===== src/rtl/dpi_array_marshal_if.sv =====
`default_nettype none
// ============================================================================
// Module      : dpi_array_marshal_if
// Description : Request, host tx/rx and response channels of the DPI array
//               marshalling stage.
// Revision    : 1.0 - initial release
// ============================================================================
interface dpi_array_marshal_if #(
  parameter int N = 4,
  parameter int W = 32
);
  logic           req_valid_i;
  logic           req_ready_o;
  logic [7:0]     req_func_id_i;
  logic           req_dir_i;
  logic [15:0]    req_n_i;
  logic [N*W-1:0] req_data_i;
  logic           tx_valid_o;
  logic           tx_ready_i;
  logic [W-1:0]   tx_data_o;
  logic           tx_last_o;
  logic           rx_valid_i;
  logic           rx_ready_o;
  logic [W-1:0]   rx_data_i;
  logic           rsp_valid_o;
  logic           rsp_ready_i;
  logic [W-1:0]   rsp_ret_o;
  logic [N*W-1:0] rsp_data_o;
  logic           rsp_clamp_o;

  // Marshalling stage side
  modport slave (
    input  req_valid_i, req_func_id_i, req_dir_i, req_n_i, req_data_i,
           tx_ready_i, rx_valid_i, rx_data_i, rsp_ready_i,
    output req_ready_o, tx_valid_o, tx_data_o, tx_last_o, rx_ready_o,
           rsp_valid_o, rsp_ret_o, rsp_data_o, rsp_clamp_o
  );

  // Call site and host side
  modport master (
    output req_valid_i, req_func_id_i, req_dir_i, req_n_i, req_data_i,
           tx_ready_i, rx_valid_i, rx_data_i, rsp_ready_i,
    input  req_ready_o, tx_valid_o, tx_data_o, tx_last_o, rx_ready_o,
           rsp_valid_o, rsp_ret_o, rsp_data_o, rsp_clamp_o
  );
endinterface
`default_nettype wire


===== src/rtl/dpi_array_marshal.sv =====
`default_nettype none
// ============================================================================
// Module      : dpi_array_marshal
// Description : Serialises a DPI call header and array onto a 32-bit host
//               channel and collects output elements plus return value.
// Revision    : 1.0 - initial release
// ============================================================================
module dpi_array_marshal #(
  parameter int N = 4,
  parameter int W = 32
) (
  input  logic                clk_i,
  input  logic                rst_ni,
  dpi_array_marshal_if.slave  bus
);
  localparam int IW = $clog2(N + 1);

  typedef enum logic [2:0] {
    S_IDLE = 3'd0,
    S_HDR  = 3'd1,
    S_SEND = 3'd2,
    S_RECV = 3'd3,
    S_RET  = 3'd4,
    S_RSP  = 3'd5
  } state_t;

  state_t         r_state, w_state_nxt;
  logic [7:0]     r_func;
  logic           r_dir;
  logic           r_clamp;
  logic [IW-1:0]  r_neff;
  logic [IW-1:0]  r_idx;
  logic [N*W-1:0] r_arr;
  logic [W-1:0]   r_ret;

  logic [IW-1:0]  w_idx_inc;
  logic           w_last_elem;
  logic           w_clamp_req;
  logic [IW-1:0]  w_neff_req;
  logic [W-1:0]   w_elem;

  assign w_idx_inc   = r_idx + IW'(1);
  assign w_last_elem = (w_idx_inc == r_neff);
  assign w_clamp_req = (bus.req_n_i > 16'(N));
  assign w_neff_req  = w_clamp_req ? IW'(N) : bus.req_n_i[IW-1:0];

  always_comb begin
    w_elem = '0;
    for (int i = 0; i < N; i++) begin
      if (r_idx == IW'(i)) w_elem = r_arr[i*W +: W];
    end
  end

  always_ff @(posedge clk_i or negedge rst_ni) begin
    if (!rst_ni) r_state <= S_IDLE;
    else         r_state <= w_state_nxt;
  end

  // Outputs decode from state and latched registers only
  always_comb begin
    w_state_nxt     = r_state;
    bus.req_ready_o = 1'b0;
    bus.tx_valid_o  = 1'b0;
    bus.tx_data_o   = '0;
    bus.tx_last_o   = 1'b0;
    bus.rx_ready_o  = 1'b0;
    bus.rsp_valid_o = 1'b0;
    case (r_state)
      S_IDLE: begin
        bus.req_ready_o = 1'b1;
        if (bus.req_valid_i) w_state_nxt = S_HDR;
      end
      S_HDR: begin
        bus.tx_valid_o = 1'b1;
        bus.tx_data_o  = {r_func, r_dir, 7'b0, 16'(r_neff)};
        bus.tx_last_o  = r_dir || (r_neff == '0);
        if (bus.tx_ready_i) begin
          if (r_neff == '0) w_state_nxt = S_RET;
          else if (r_dir)   w_state_nxt = S_RECV;
          else              w_state_nxt = S_SEND;
        end
      end
      S_SEND: begin
        bus.tx_valid_o = 1'b1;
        bus.tx_data_o  = w_elem;
        bus.tx_last_o  = w_last_elem;
        if (bus.tx_ready_i && w_last_elem) w_state_nxt = S_RET;
      end
      S_RECV: begin
        bus.rx_ready_o = 1'b1;
        if (bus.rx_valid_i && w_last_elem) w_state_nxt = S_RET;
      end
      S_RET: begin
        bus.rx_ready_o = 1'b1;
        if (bus.rx_valid_i) w_state_nxt = S_RSP;
      end
      S_RSP: begin
        bus.rsp_valid_o = 1'b1;
        if (bus.rsp_ready_i) w_state_nxt = S_IDLE;
      end
      default: w_state_nxt = S_IDLE;
    endcase
  end

  always_ff @(posedge clk_i or negedge rst_ni) begin
    if (!rst_ni) begin
      r_func  <= '0;
      r_dir   <= 1'b0;
      r_clamp <= 1'b0;
      r_neff  <= '0;
      r_idx   <= '0;
      r_arr   <= '0;
      r_ret   <= '0;
    end else begin
      case (r_state)
        S_IDLE: begin
          if (bus.req_valid_i) begin
            r_func  <= bus.req_func_id_i;
            r_dir   <= bus.req_dir_i;
            r_arr   <= bus.req_data_i;
            r_neff  <= w_neff_req;
            r_clamp <= w_clamp_req;
            r_idx   <= '0;
          end
        end
        S_SEND: begin
          if (bus.tx_ready_i) r_idx <= w_idx_inc;
        end
        S_RECV: begin
          if (bus.rx_valid_i) begin
            for (int i = 0; i < N; i++) begin
              if (r_idx == IW'(i)) r_arr[i*W +: W] <= bus.rx_data_i;
            end
            r_idx <= w_idx_inc;
          end
        end
        S_RET: begin
          if (bus.rx_valid_i) r_ret <= bus.rx_data_i;
        end
        default: ;
      endcase
    end
  end

  assign bus.rsp_ret_o   = r_ret;
  assign bus.rsp_data_o  = r_arr;
  assign bus.rsp_clamp_o = r_clamp;
endmodule
`default_nettype wire


===== src/flat_wrapper.sv =====
// flat-port wrapper written by rule: the top's interface ports become plain ports
module dpi_array_marshal_flat 
#(
  parameter int N = 4,
  parameter int W = 32
)
  (clk_i, rst_ni, bus_req_valid_i, bus_req_func_id_i, bus_req_dir_i, bus_req_n_i, bus_req_data_i, bus_tx_ready_i, bus_rx_valid_i, bus_rx_data_i, bus_rsp_ready_i, bus_req_ready_o, bus_tx_valid_o, bus_tx_data_o, bus_tx_last_o, bus_rx_ready_o, bus_rsp_valid_o, bus_rsp_ret_o, bus_rsp_data_o, bus_rsp_clamp_o);
  dpi_array_marshal_if #(.N(N), .W(W)) bus_i ();
  input  logic clk_i;
  input  logic rst_ni;
  input wire logic [$bits(bus_i.req_valid_i)-1:0] bus_req_valid_i;
  input wire logic [$bits(bus_i.req_func_id_i)-1:0] bus_req_func_id_i;
  input wire logic [$bits(bus_i.req_dir_i)-1:0] bus_req_dir_i;
  input wire logic [$bits(bus_i.req_n_i)-1:0] bus_req_n_i;
  input wire logic [$bits(bus_i.req_data_i)-1:0] bus_req_data_i;
  input wire logic [$bits(bus_i.tx_ready_i)-1:0] bus_tx_ready_i;
  input wire logic [$bits(bus_i.rx_valid_i)-1:0] bus_rx_valid_i;
  input wire logic [$bits(bus_i.rx_data_i)-1:0] bus_rx_data_i;
  input wire logic [$bits(bus_i.rsp_ready_i)-1:0] bus_rsp_ready_i;
  output wire logic [$bits(bus_i.req_ready_o)-1:0] bus_req_ready_o;
  output wire logic [$bits(bus_i.tx_valid_o)-1:0] bus_tx_valid_o;
  output wire logic [$bits(bus_i.tx_data_o)-1:0] bus_tx_data_o;
  output wire logic [$bits(bus_i.tx_last_o)-1:0] bus_tx_last_o;
  output wire logic [$bits(bus_i.rx_ready_o)-1:0] bus_rx_ready_o;
  output wire logic [$bits(bus_i.rsp_valid_o)-1:0] bus_rsp_valid_o;
  output wire logic [$bits(bus_i.rsp_ret_o)-1:0] bus_rsp_ret_o;
  output wire logic [$bits(bus_i.rsp_data_o)-1:0] bus_rsp_data_o;
  output wire logic [$bits(bus_i.rsp_clamp_o)-1:0] bus_rsp_clamp_o;
  assign bus_i.req_valid_i = bus_req_valid_i;
  assign bus_i.req_func_id_i = bus_req_func_id_i;
  assign bus_i.req_dir_i = bus_req_dir_i;
  assign bus_i.req_n_i = bus_req_n_i;
  assign bus_i.req_data_i = bus_req_data_i;
  assign bus_i.tx_ready_i = bus_tx_ready_i;
  assign bus_i.rx_valid_i = bus_rx_valid_i;
  assign bus_i.rx_data_i = bus_rx_data_i;
  assign bus_i.rsp_ready_i = bus_rsp_ready_i;
  assign bus_req_ready_o = bus_i.req_ready_o;
  assign bus_tx_valid_o = bus_i.tx_valid_o;
  assign bus_tx_data_o = bus_i.tx_data_o;
  assign bus_tx_last_o = bus_i.tx_last_o;
  assign bus_rx_ready_o = bus_i.rx_ready_o;
  assign bus_rsp_valid_o = bus_i.rsp_valid_o;
  assign bus_rsp_ret_o = bus_i.rsp_ret_o;
  assign bus_rsp_data_o = bus_i.rsp_data_o;
  assign bus_rsp_clamp_o = bus_i.rsp_clamp_o;
  dpi_array_marshal #(.N(N), .W(W)) u_core (.clk_i(clk_i), .rst_ni(rst_ni), .bus(bus_i));
endmodule

===== config.mk =====
export PLATFORM = sky130hd
export DESIGN_NAME = dpi_array_marshal_flat
export DESIGN_NICKNAME = d
export VERILOG_FILES = /design/src/rtl/dpi_array_marshal_if.sv /design/src/rtl/dpi_array_marshal.sv /design/src/flat_wrapper.sv
export SDC_FILE = /design/constraint.sdc
export NUM_CORES = 1
export LEC_CHECK = 0
export CAP_MARGIN = 10
export CELL_PAD_IN_SITES_DETAIL_PLACEMENT = 1
export CELL_PAD_IN_SITES_GLOBAL_PLACEMENT = 2
export CORE_UTILIZATION = 27
export DETAILED_ROUTE_END_ITERATION = 12
export PLACE_DENSITY_LB_ADDON = 0.1
export SLEW_MARGIN = 30
export SYNTH_ARGS = -nofsm -noshare
export SYNTH_HDL_FRONTEND = slang
export SYNTH_SLANG_ARGS = --single-unit
export TNS_END_PERCENT = 10

===== constraint.sdc =====
create_clock -name clk_i -period 6.4 [get_ports clk_i]
set_clock_uncertainty 0.2 [all_clocks]
set_input_delay 1.28 -clock clk_i [delete_from_list [all_inputs] [get_ports clk_i]]
set_output_delay 1.28 -clock clk_i [all_outputs]
set_load 0.05 [all_outputs]

==> results.yml <==
drt:
  drc_errors: 0
  ant_nets: 0
  viasPerCell: 4.96
  wl_um: 40600
  drtIter0Drc: 600
  vias: 8642
  wl_per_cell_um: 23.3
  drtPass1Iterations: 5
placement:
  dp_cells: 1703
  port_buffers: 388
  hpwl_um: 28600
  place_congestion: 0.800
  place_area_um2: 13500
yosys:
  ys_warn_count: 0
  synth-main-ff-cell: "dfrtp_1"
  synth_edf_count: 0
  async_reset_ff_frac: 1.00
  synthTopCellsByArea: "dfrtp_1, a21oi_1, mux2i_1, mux2_2, inv_1"
  synthCells: 935
  yosys.cell_count.top_type: "dfrtp_1"
  synth_cell_types: 45
  yosys.area.top_type_share: 0.482
  ys_seq_elements: 179
  synth_area_um2: 9290
  ys_seq_area_frac: 0.482
  synth_top_cell_by_area: "dfrtp_1"
  synth_common_cells: "dfrtp_1, a21oi_1, inv_1"
  syn-num-nets: 1131
  syn_area_per_cell_um2: 9.93
sta:
  tns_ps: 0
  min_period_over_period: 0.799
  max_freq_mhz: 196
  final-hold-violation-count: 0
  finalSetupViolations: 0
  relSlewSlack: 0.321
  rsz0062_at_grt: "no"
  finalHoldWorstSlack_ps: 290
  min_period_ps: 5110
  tightest_slew_ps: 993
  finalMaxSlewViolations: 0
clock_network:
  cts_setup_buffers: 0
  cts_hold_buf: 0
  htreeDepth: 4
  clk_pin_slew_ps: 70
  cts_tree: "done"
  root_buffer: "clkbuf_16"
  numCtsBuffers: 17
  cts_resized: 0
  cts_sinks: 179
  cts.path.max_buffers: 2
  clk_latency_ps: 450
finish:
  seq_area_um2: 4480
  multi_input_area_um2: 4130
  instances_no_fill: 1743
  fin_nets: 1470
  final_area_um2: 14200
  area_growth_pct: 52.7
  drive_gt1_frac: 0.0777
  fill_cells: 3738
global_routing:
  grt_use_total: 0.233
  antenna_found_initial: 7
  grt_pass1_wl_um: 60900
  grt_max_degree: 102
  grt_overflow: 0
  grt_pass1_vias: 9264
job:
  maxCapViolations: 0
worst_hold_path:
  holdPathStages: 1
  min-delay-start: "u_core.bus.rsp_ret_o[30]"
  hold_path.class: "register to register"
  hold-path-endpoint: "u_core.bus.rsp_ret_o[30]"
die:
  initial_core_util: 0.276
  die_w_um: 187
  io_pins: 389
  dieArea_um2: 35100
  die_y_um: 187
  num_rows: 67
  core_area_um2: 33700
setup_path:
  r2r_end: "u_core.bus.rsp_data_o[109]"
  r2r_cells: 6
  cp.required_ps: 4920
  startpoint: "u_core.r_idx[1]"
  critPathLaunchType: "register"
  crit_arrival_ps: 3630
  reg2reg_from: "u_core.r_state[2]"
  reg2reg_slack_ps: 2960
  cp_max_fo: 21
  cp-end-kind: "output pin"
  path_class: "register to output pin"
pwr:
  vdd_drop_max_v: 0.000273
  p_leak_nw: 5.90
  powerDensity_nw_per_um2: 658
status:
  outcome: "finished clean"
==> registers in the layout, indices dropped and copies added, names as in the netlist <==
| name | flops |
|---|---|
| u_core.bus.rsp_ret_o | 32 |
| u_core.r_state | 3 |
| u_core.bus.rsp_clamp_o | 1 |
| u_core.r_func | 8 |
| u_core.r_neff | 3 |
| u_core.bus.rsp_data_o | 128 |
| u_core.r_idx | 3 |
| u_core.r_dir | 1 |
==> power breakdown <==
group / internal [mW] / switching, mW / total (mW)
clock network: 0.626 / 0.492 / 1.12
registers: 1.70 / 0.524 / 2.23
logic: 2.02 / 3.97 / 5.99
total: 4.35 / 4.99 / 9.34
==> worst max path at each step <==
stage / to / slack (ps) / cells past startpoint
global route: bus_tx_data_o[21] / 1040 / 7
detailed placement: bus_tx_data_o[21] / 1440 / 6
finish: bus_tx_data_o[21] / 1290 / 7
floorplan: bus_tx_data_o[27] / 2390 / 6
CTS: bus_tx_data_o[21] / 940 / 6
global placement: bus_tx_data_o[21] / 1530 / 6
==> cell usage in the layout, fill, tap and decap left out, types with 8 or more instances in the layout <==
master | netlist | layout
nand2_1 | 18 | 18
a21oi_1 | 160 | 159
a221oi_1 | 10 | 10
nor2_1 | 33 | 32
a22oi_1 | 32 | 32
and2_1 | 32 | 32
clkbuf_16 | 0 | 17
clkdlybuf4s50_1 | 0 | 387
mux2_2 | 40 | 40
a22o_1 | 22 | 22
diode_2 | 0 | 8
a211o_1 | 11 | 11
dfrtp_1 | 179 | 179
o21ai_0 | 36 | 36
mux2i_1 | 68 | 68
o31ai_1 | 32 | 32
a2111oi_0 | 31 | 30
buf_4 | 4 | 9
inv_1 | 102 | 102
==> routing by layer <==
layer | wire length, um | GRT usage
met1 | 18500 | 0.314
met2 | 18900 | 0.367
met3 | 2280 | 0.0529
met4 | 850 | 0.0775
met5 | 0 | 0
==> worst max-delay path, cell delays in order (launching register included) <==
cell             delay, ps
dfrtp_1                410
inv_1                  100
ha_1                   540
nor2b_4                780
a22oi_1                150
a21oi_1                200
a22o_1                 170
clkdlybuf4s50_1        830
==> through the flow <==
stage	utilization	setup slack, ps	power, mW
2_1_floorplan	-	2390	6.04
4_1_cts	0.420	937	9.42
3_5_place_dp	0.402	1440	8.27
6_report	0.421	1290	9.34
3_3_place_gp	0.401	1530	8.18
5_1_grt	0.421	1040	9.83
==> area by class of cell <==
cell class / instances / share of cell area
sequential: 179 / 0.316
inverter: 102 / 0.0270
multi-input combinational: 574 / 0.291
clock inverter: 13 / 0.0110
tap: 448 / 0.0395
clock buffer: 19 / 0.0312
antenna: 8 / 0.00141
timing repair buffer: 400 / 0.283
==> logic make-up after synthesis <==
family	share of synthesized area
compound gates	0.234
xor+xnor	0.00283
fa+ha+maj	0.00673
buf+inv	0.0814
flops	0.482
mux	0.127
simple gates	0.0667
(Power assumes the default switching activity.)
